File: src/rtl/regfile_wb_arbiter_pkg.sv
// Shared write-back types and constants for the register-file
// write-port arbiter.
package merlin_wb_pkg;

  localparam int XLEN = 32;
  localparam int NREQ = 3;

  typedef logic [1:0] req_idx_t;

  localparam req_idx_t REQ_ALU = 2'd0;
  localparam req_idx_t REQ_LSU = 2'd1;
  localparam req_idx_t REQ_CSR = 2'd2;

  typedef struct packed {
    logic            wr;
    logic [4:0]      addr;
    logic [XLEN-1:0] data;
  } wport_t;

  function automatic req_idx_t rr_next(
    input req_idx_t i
  );
    return (i == REQ_CSR) ? REQ_ALU : i + 2'd1;
  endfunction

endpackage

File: src/rtl/regfile_wb_arbiter_if.sv
// Request-side valid/ready bundle shared by the three
// write-back sources.
interface regfile_wb_arbiter_if #(
  parameter int P_XLEN = 32,
  parameter int P_NREQ = 3
);

  logic [P_NREQ-1:0]        req_valid_i;
  logic [5*P_NREQ-1:0]      req_addr_i;
  logic [P_XLEN*P_NREQ-1:0] req_data_i;
  logic [P_NREQ-1:0]        req_ready_o;

  modport master (
    output req_valid_i,
    output req_addr_i,
    output req_data_i,
    input  req_ready_o
  );

  modport slave (
    input  req_valid_i,
    input  req_addr_i,
    input  req_data_i,
    output req_ready_o
  );

endinterface

File: src/rtl/wb_rr_select.sv
// Round-robin pick-two selector with same-destination
// conflict skipping.
module wb_rr_select
  import merlin_wb_pkg::*;
(
  input  logic [NREQ-1:0]   valid,
  input  logic [5*NREQ-1:0] addr,
  input  req_idx_t          ptr,
  output logic [NREQ-1:0]   grant,
  output req_idx_t          idx_a,
  output req_idx_t          idx_b,
  output logic              use_a,
  output logic              use_b,
  output req_idx_t          ptr_next
);

  req_idx_t   ord [NREQ];
  req_idx_t   cand;
  logic [4:0] cand_addr;
  logic [4:0] a_addr;
  logic       hit;

  always_comb begin
    ord[0]    = REQ_ALU;
    ord[1]    = REQ_LSU;
    ord[2]    = REQ_CSR;
    cand      = '0;
    cand_addr = '0;
    a_addr    = '0;
    hit       = 1'b0;
    grant     = '0;
    idx_a     = '0;
    idx_b     = '0;
    use_a     = 1'b0;
    use_b     = 1'b0;
    ptr_next  = ptr;

    unique case (1'b1)
      (ptr == REQ_LSU): begin
        ord[0] = REQ_LSU;
        ord[1] = REQ_CSR;
        ord[2] = REQ_ALU;
      end
      (ptr == REQ_CSR): begin
        ord[0] = REQ_CSR;
        ord[1] = REQ_ALU;
        ord[2] = REQ_LSU;
      end
      default: begin
        ord[0] = REQ_ALU;
        ord[1] = REQ_LSU;
        ord[2] = REQ_CSR;
      end
    endcase

    for (int k = 0; k < NREQ; k++) begin
      cand      = ord[k];
      cand_addr = addr[5*cand +: 5];
      // x0 never collides; it still burns a port slot
      hit = use_a && (cand_addr != 5'd0)
          && (cand_addr == a_addr);
      if (valid[cand] && !use_b && !hit) begin
        grant[cand] = 1'b1;
        ptr_next    = rr_next(cand);
        if (!use_a) begin
          use_a  = 1'b1;
          idx_a  = cand;
          a_addr = cand_addr;
        end else begin
          use_b = 1'b1;
          idx_b = cand;
        end
      end
    end
  end

endmodule

File: src/rtl/regfile_wb_arbiter.sv
// Write-back arbiter: shares register-file ports A/B among
// ALU, LSU and CSR results with registered write ports.
module regfile_wb_arbiter
  import merlin_wb_pkg::*;
#(
  parameter int P_XLEN = 32,
  parameter int P_NREQ = 3
) (
  input  logic                clk_i,
  input  logic                reset_i,
  input  logic                clk_en_i,
  regfile_wb_arbiter_if.slave req,
  output logic                wreg_a_wr_o,
  output logic [4:0]          wreg_a_addr_o,
  output logic [P_XLEN-1:0]   wreg_a_data_o,
  output logic                wreg_b_wr_o,
  output logic [4:0]          wreg_b_addr_o,
  output logic [P_XLEN-1:0]   wreg_b_data_o,
  output logic [31:0]         pend_mask_o
);

  req_idx_t          rr_ptr;
  req_idx_t          ptr_next;
  req_idx_t          idx_a;
  req_idx_t          idx_b;
  logic [P_NREQ-1:0] grant;
  logic              use_a;
  logic              use_b;
  logic [4:0]        a_addr;
  logic [4:0]        b_addr;
  logic [P_XLEN-1:0] a_data;
  logic [P_XLEN-1:0] b_data;
  wport_t            port_a;
  wport_t            port_b;

  wb_rr_select u_sel (
    .valid    (req.req_valid_i),
    .addr     (req.req_addr_i),
    .ptr      (rr_ptr),
    .grant    (grant),
    .idx_a    (idx_a),
    .idx_b    (idx_b),
    .use_a    (use_a),
    .use_b    (use_b),
    .ptr_next (ptr_next)
  );

  assign req.req_ready_o =
    (clk_en_i && !reset_i) ? grant : '0;

  assign a_addr = req.req_addr_i[5*idx_a +: 5];
  assign b_addr = req.req_addr_i[5*idx_b +: 5];
  assign a_data = req.req_data_i[P_XLEN*idx_a +: P_XLEN];
  assign b_data = req.req_data_i[P_XLEN*idx_b +: P_XLEN];

  always_ff @(posedge clk_i) begin
    if (reset_i) begin
      rr_ptr <= '0;
      port_a <= '0;
      port_b <= '0;
    end else if (clk_en_i) begin
      rr_ptr    <= ptr_next;
      port_a.wr <= use_a && (a_addr != 5'd0);
      port_b.wr <= use_b && (b_addr != 5'd0);
      // idle port keeps its stale addr/data
      if (use_a) begin
        port_a.addr <= a_addr;
        port_a.data <= a_data;
      end
      if (use_b) begin
        port_b.addr <= b_addr;
        port_b.data <= b_data;
      end
    end
  end

  assign wreg_a_wr_o   = port_a.wr;
  assign wreg_a_addr_o = port_a.addr;
  assign wreg_a_data_o = port_a.data;
  assign wreg_b_wr_o   = port_b.wr;
  assign wreg_b_addr_o = port_b.addr;
  assign wreg_b_data_o = port_b.data;

  always_comb begin
    pend_mask_o = '0;
    if (port_a.wr) pend_mask_o[port_a.addr] = 1'b1;
    if (port_b.wr) pend_mask_o[port_b.addr] = 1'b1;
    pend_mask_o[0] = 1'b0;
  end

endmodule

File: src/flat_wrapper.sv
// flat-port wrapper written by rule: the top's interface ports become plain ports
module regfile_wb_arbiter_flat import merlin_wb_pkg::*;
#(
  parameter int P_XLEN = 32,
  parameter int P_NREQ = 3
)
  (clk_i, reset_i, clk_en_i, wreg_a_wr_o, wreg_a_addr_o, wreg_a_data_o, wreg_b_wr_o, wreg_b_addr_o, wreg_b_data_o, pend_mask_o, req_req_valid_i, req_req_addr_i, req_req_data_i, req_req_ready_o);
  regfile_wb_arbiter_if #(.P_XLEN(P_XLEN), .P_NREQ(P_NREQ)) req_i ();
  input  logic clk_i;
  input  logic reset_i;
  input  logic clk_en_i;
  output logic wreg_a_wr_o;
  output logic [4:0] wreg_a_addr_o;
  output logic [P_XLEN-1:0] wreg_a_data_o;
  output logic wreg_b_wr_o;
  output logic [4:0] wreg_b_addr_o;
  output logic [P_XLEN-1:0] wreg_b_data_o;
  output logic [31:0] pend_mask_o;
  input wire logic [$bits(req_i.req_valid_i)-1:0] req_req_valid_i;
  input wire logic [$bits(req_i.req_addr_i)-1:0] req_req_addr_i;
  input wire logic [$bits(req_i.req_data_i)-1:0] req_req_data_i;
  output wire logic [$bits(req_i.req_ready_o)-1:0] req_req_ready_o;
  assign req_i.req_valid_i = req_req_valid_i;
  assign req_i.req_addr_i = req_req_addr_i;
  assign req_i.req_data_i = req_req_data_i;
  assign req_req_ready_o = req_i.req_ready_o;
  regfile_wb_arbiter #(.P_XLEN(P_XLEN), .P_NREQ(P_NREQ)) u_core (.clk_i(clk_i), .reset_i(reset_i), .clk_en_i(clk_en_i), .req(req_i), .wreg_a_wr_o(wreg_a_wr_o), .wreg_a_addr_o(wreg_a_addr_o), .wreg_a_data_o(wreg_a_data_o), .wreg_b_wr_o(wreg_b_wr_o), .wreg_b_addr_o(wreg_b_addr_o), .wreg_b_data_o(wreg_b_data_o), .pend_mask_o(pend_mask_o));
endmodule
File: config.mk
export PLATFORM = sky130hd
export DESIGN_NAME = regfile_wb_arbiter_flat
export DESIGN_NICKNAME = d
export VERILOG_FILES = /design/src/rtl/regfile_wb_arbiter_pkg.sv /design/src/rtl/regfile_wb_arbiter_if.sv /design/src/rtl/wb_rr_select.sv /design/src/rtl/regfile_wb_arbiter.sv /design/src/flat_wrapper.sv
export SDC_FILE = /design/constraint.sdc
export NUM_CORES = 1
export LEC_CHECK = 0
export CAP_MARGIN = 20
export CORE_ASPECT_RATIO = 0.9
export CORE_MARGIN = 3
export CORE_UTILIZATION = 45
export DETAILED_ROUTE_END_ITERATION = 10
export PLACE_DENSITY = 0.87
export SYNTH_ARGS = -nofsm -noshare
export SYNTH_HDL_FRONTEND = slang
export SYNTH_SLANG_ARGS = --single-unit
File: constraint.sdc
create_clock -name clk_i -period 4.2 [get_ports clk_i]
set_clock_uncertainty 0.1 [all_clocks]
set_input_delay 0.42 -clock clk_i [delete_from_list [all_inputs] [get_ports clk_i]]
set_output_delay 0.42 -clock clk_i [all_outputs]
set_load 0.02 [all_outputs]
==> results.yml <==
logic_synthesis:
  synth_edf_count: 0
  syn_nets: 830
  syn_avg_cell_area_um2: 8.37
  ys_seq_area_frac: 0.263
  syn_area_mm2: 0.00593
  ys_async_sr_fraction: 0
  synth-seq-cells: 78
  syn_inst: 709
  synth_warnings: 0
  synth_ff_type: "dfxtp_1"
  yosysUniqueCellTypes: 64
routing:
  drtIter0Drc: 435
  postRouteAntennaNets: 0
  drtPass1Iterations: 5
  avgViaCountPerCell: 6.02
  dr_total_vias: 6486
  drc: 0
  wl_um: 20600
  wl_per_cell_um: 19.1
floorplan:
  num_rows: 39
  initial_core_util: 0.464
  die_w_um: 127
  chipHeight_um: 115
  core_area_mm2: 0.0128
  dieArea_mm2: 0.0146
  num_io_pins: 228
clocking:
  postCtsHoldBufs: 0
  cts_buffers: 9
  clock_latency_ns: 0.33
  cts_max_path_buffers: 2
  cts_num_sinks: 78
  clk_pin_slew_ns: 0.06
  cts_tree: "yes"
  clockRootBuffer: "clkbuf_16"
  htreeDepth: 3
place:
  placed_cell_area_mm2: 0.00830
  gp_congestion: 0.974
  port_buffers: 226
  dp_hpwl_um: 14700
  pre_cts_ws_ns: 0.0440
finish:
  fillCellCount: 1027
  synthToLayoutAreaGrowth_pct: 47.4
  antenna_cells: 0
  regArea_mm2: 0.00156
  final_core_util: 0.684
  multi_input_area_mm2: 0.00413
  layout_common_cells: "clkdlybuf4s50_1 (222), nor2_1 (120), mux2i_1 (96)"
  nets: 1029
  stdcell_area_mm2: 0.00874
  drive_above_1_share: 0.122
  final_common_cell: "clkdlybuf4s50_1"
critical_path:
  worstSetupPathType: "register to output port"
  path_max_fanout: 18
  end_kind: "output port"
  rrSetupSlack_ns: 0.32
  arrival_ns: 3.48
  regToRegStartpoint: "u_core.rr_ptr[0]"
  critPathRequiredTime_ns: 3.68
  worstSetupStartpointType: "register"
  r2r-end: "u_core.wreg_b_wr_o"
  r2r.worst_path.cells: 15
grt:
  grtUsageMet3: 0.0636
  grt.busiest_layer: "met2"
  grt_first_pass_wirelength_um: 31600
  grt_pass1_vias: 6031
  grt_use_met2: 0.435
  met1_usage: 0.342
  grt_max_degree: 79
  antenna_found_initial: 0
  grt_overflow: 0
  track_usage: 0.264
timing:
  setup_ws_ns: 0.199
  finalHoldViolations: 0
  maxSlewViolCount: 0
  setup_viol: 0
  tns_ns: 0
  fmax_mhz: 250
  worstMarginPinSlew_ns: 1.01
  post-route-min-period_ns: 4.00
  relSlewSlack: 0.326
  rsz0062_at_grt: "false"
  timing.final.crit_share: 0.953
worst_hold_path:
  worstHoldStart: "u_core.wreg_a_data_o[13]"
  holdPathEnd: "u_core.wreg_a_data_o[13]"
  min_delay_path_depth: 2
  min_path_type: "register to register"
run:
  cap_violations: 0
power:
  p_total_mw: 5.12
  p_per_area_mw_per_mm2: 586
  p_leak_nw: 3.26
  ir_drop_mv: 0.329
status:
  status: "completed"
[synthesized netlist by cell type (4+ instances only)]
master | n | share of area
nand3_1 | 10 | 0.0084
buf_4 | 7 | 0.0089
nor2_1 | 120 | 0.076
nor2b_1 | 6 | 0.0063
a211oi_1 | 44 | 0.056
dfxtp_1 | 78 | 0.26
o2bb2ai_1 | 9 | 0.013
and2_1 | 5 | 0.0053
nand2_1 | 23 | 0.015
ha_1 | 4 | 0.0084
o21ai_0 | 14 | 0.012
a2bb2oi_1 | 35 | 0.052
buf_2 | 14 | 0.012
nand3b_1 | 12 | 0.015
nand2b_1 | 5 | 0.0053
clkbuf_1 | 30 | 0.019
a211oi_2 | 30 | 0.063
nor3_1 | 5 | 0.0042
xnor2_1 | 4 | 0.0059
a21oi_1 | 46 | 0.039
buf_6 | 7 | 0.013
o22ai_1 | 34 | 0.036
buf_1 | 6 | 0.0038
o21ai_1 | 4 | 0.0034
or3b_2 | 5 | 0.0074
mux2i_1 | 98 | 0.17
[metal layers]
metal | vias to the layer above | wire [um]
met3 | 45 | 1530
met4 | 0 | 537
li1 | 3078 | -
met2 | 292 | 9730
met5 | - | 0
met1 | 3071 | 8810
[worst max-delay path, cell delays in order, from the launching register on]
cell	delay, ns
dfxtp_1	0.38
inv_1	0.11
ha_4	0.31
buf_12	0.16
mux2i_2	0.25
mux2i_1	0.10
buf_4	0.18
a211oi_2	0.23
nor4b_2	0.09
or2_1	0.28
o311a_4	0.35
a221oi_1	0.29
nor2_1	0.08
dlygate4sd2_1	0.32
[kinds of logic (layout without fill, tap and decap cells)]
group	after synthesis	after routing	share of synthesized area
simple gates	212	213	0.174
fa+ha+maj	4	4	0.00844
buf+inv	68	271	0.0622
compound gates	237	237	0.308
flops	78	78	0.263
mux	102	102	0.173
other cells	1	1	0.000632
xor+xnor	7	7	0.0103
[how the worst max path moves through the flow]
| stage | to | from |
|---|---|---|
| 2_1_floorplan | u_core.wreg_b_data_o[10] | u_core.rr_ptr[0] |
| 3_3_place_gp | u_core.wreg_b_addr_o[2] | req_req_valid_i[2] |
| 4_1_cts | req_req_ready_o[2] | u_core.rr_ptr[0] |
| 6_report | req_req_ready_o[2] | u_core.rr_ptr[0] |
| 5_1_grt | u_core.wreg_b_wr_o | u_core.rr_ptr[0] |
| 3_5_place_dp | u_core.wreg_b_wr_o | req_req_valid_i[2] |
[flip-flops by register name, indices dropped and copies added, names as in the netlist]
signal / cells
u_core.wreg_a_data_o: 32
u_core.wreg_b_data_o: 32
u_core.wreg_a_addr_o: 5
u_core.wreg_b_addr_o: 5
u_core.rr_ptr: 2
u_core.wreg_a_wr_o: 1
u_core.wreg_b_wr_o: 1
[through the flow]
| step | hold slack, ns | instances |
|---|---|---|
| floorplan | 0.471 | 709 |
| detailed placement | 0.390 | 1055 |
| finish | 0.396 | 1077 |
| CTS | 0.399 | 1071 |
| global placement | 0.385 | 1055 |
| global route | 0.418 | 1077 |
[where the power goes]
part           internal (mW)  switching (mW)
logic                   1.48            1.78
clock network          0.405           0.331
registers              0.955           0.165
total                   2.84            2.28
[cell type report]
type                    count  share of cell area
flip-flops and latches     78               0.179
multi-input cells         564               0.473
repair buffers            253               0.292
clock buffers               9              0.0258
clock inverters             7             0.00644
inverters                   2            0.000859
well taps                 164              0.0235
[repair_timing]
item                                    4_1_cts  5_1_grt
setup buffers                                 0        4
resized for setup                             4       19
cloned                                        0        2
endpoints found under the setup margin        3       33
pin swaps                                     0        1
(Power assumes the default switching activity.)
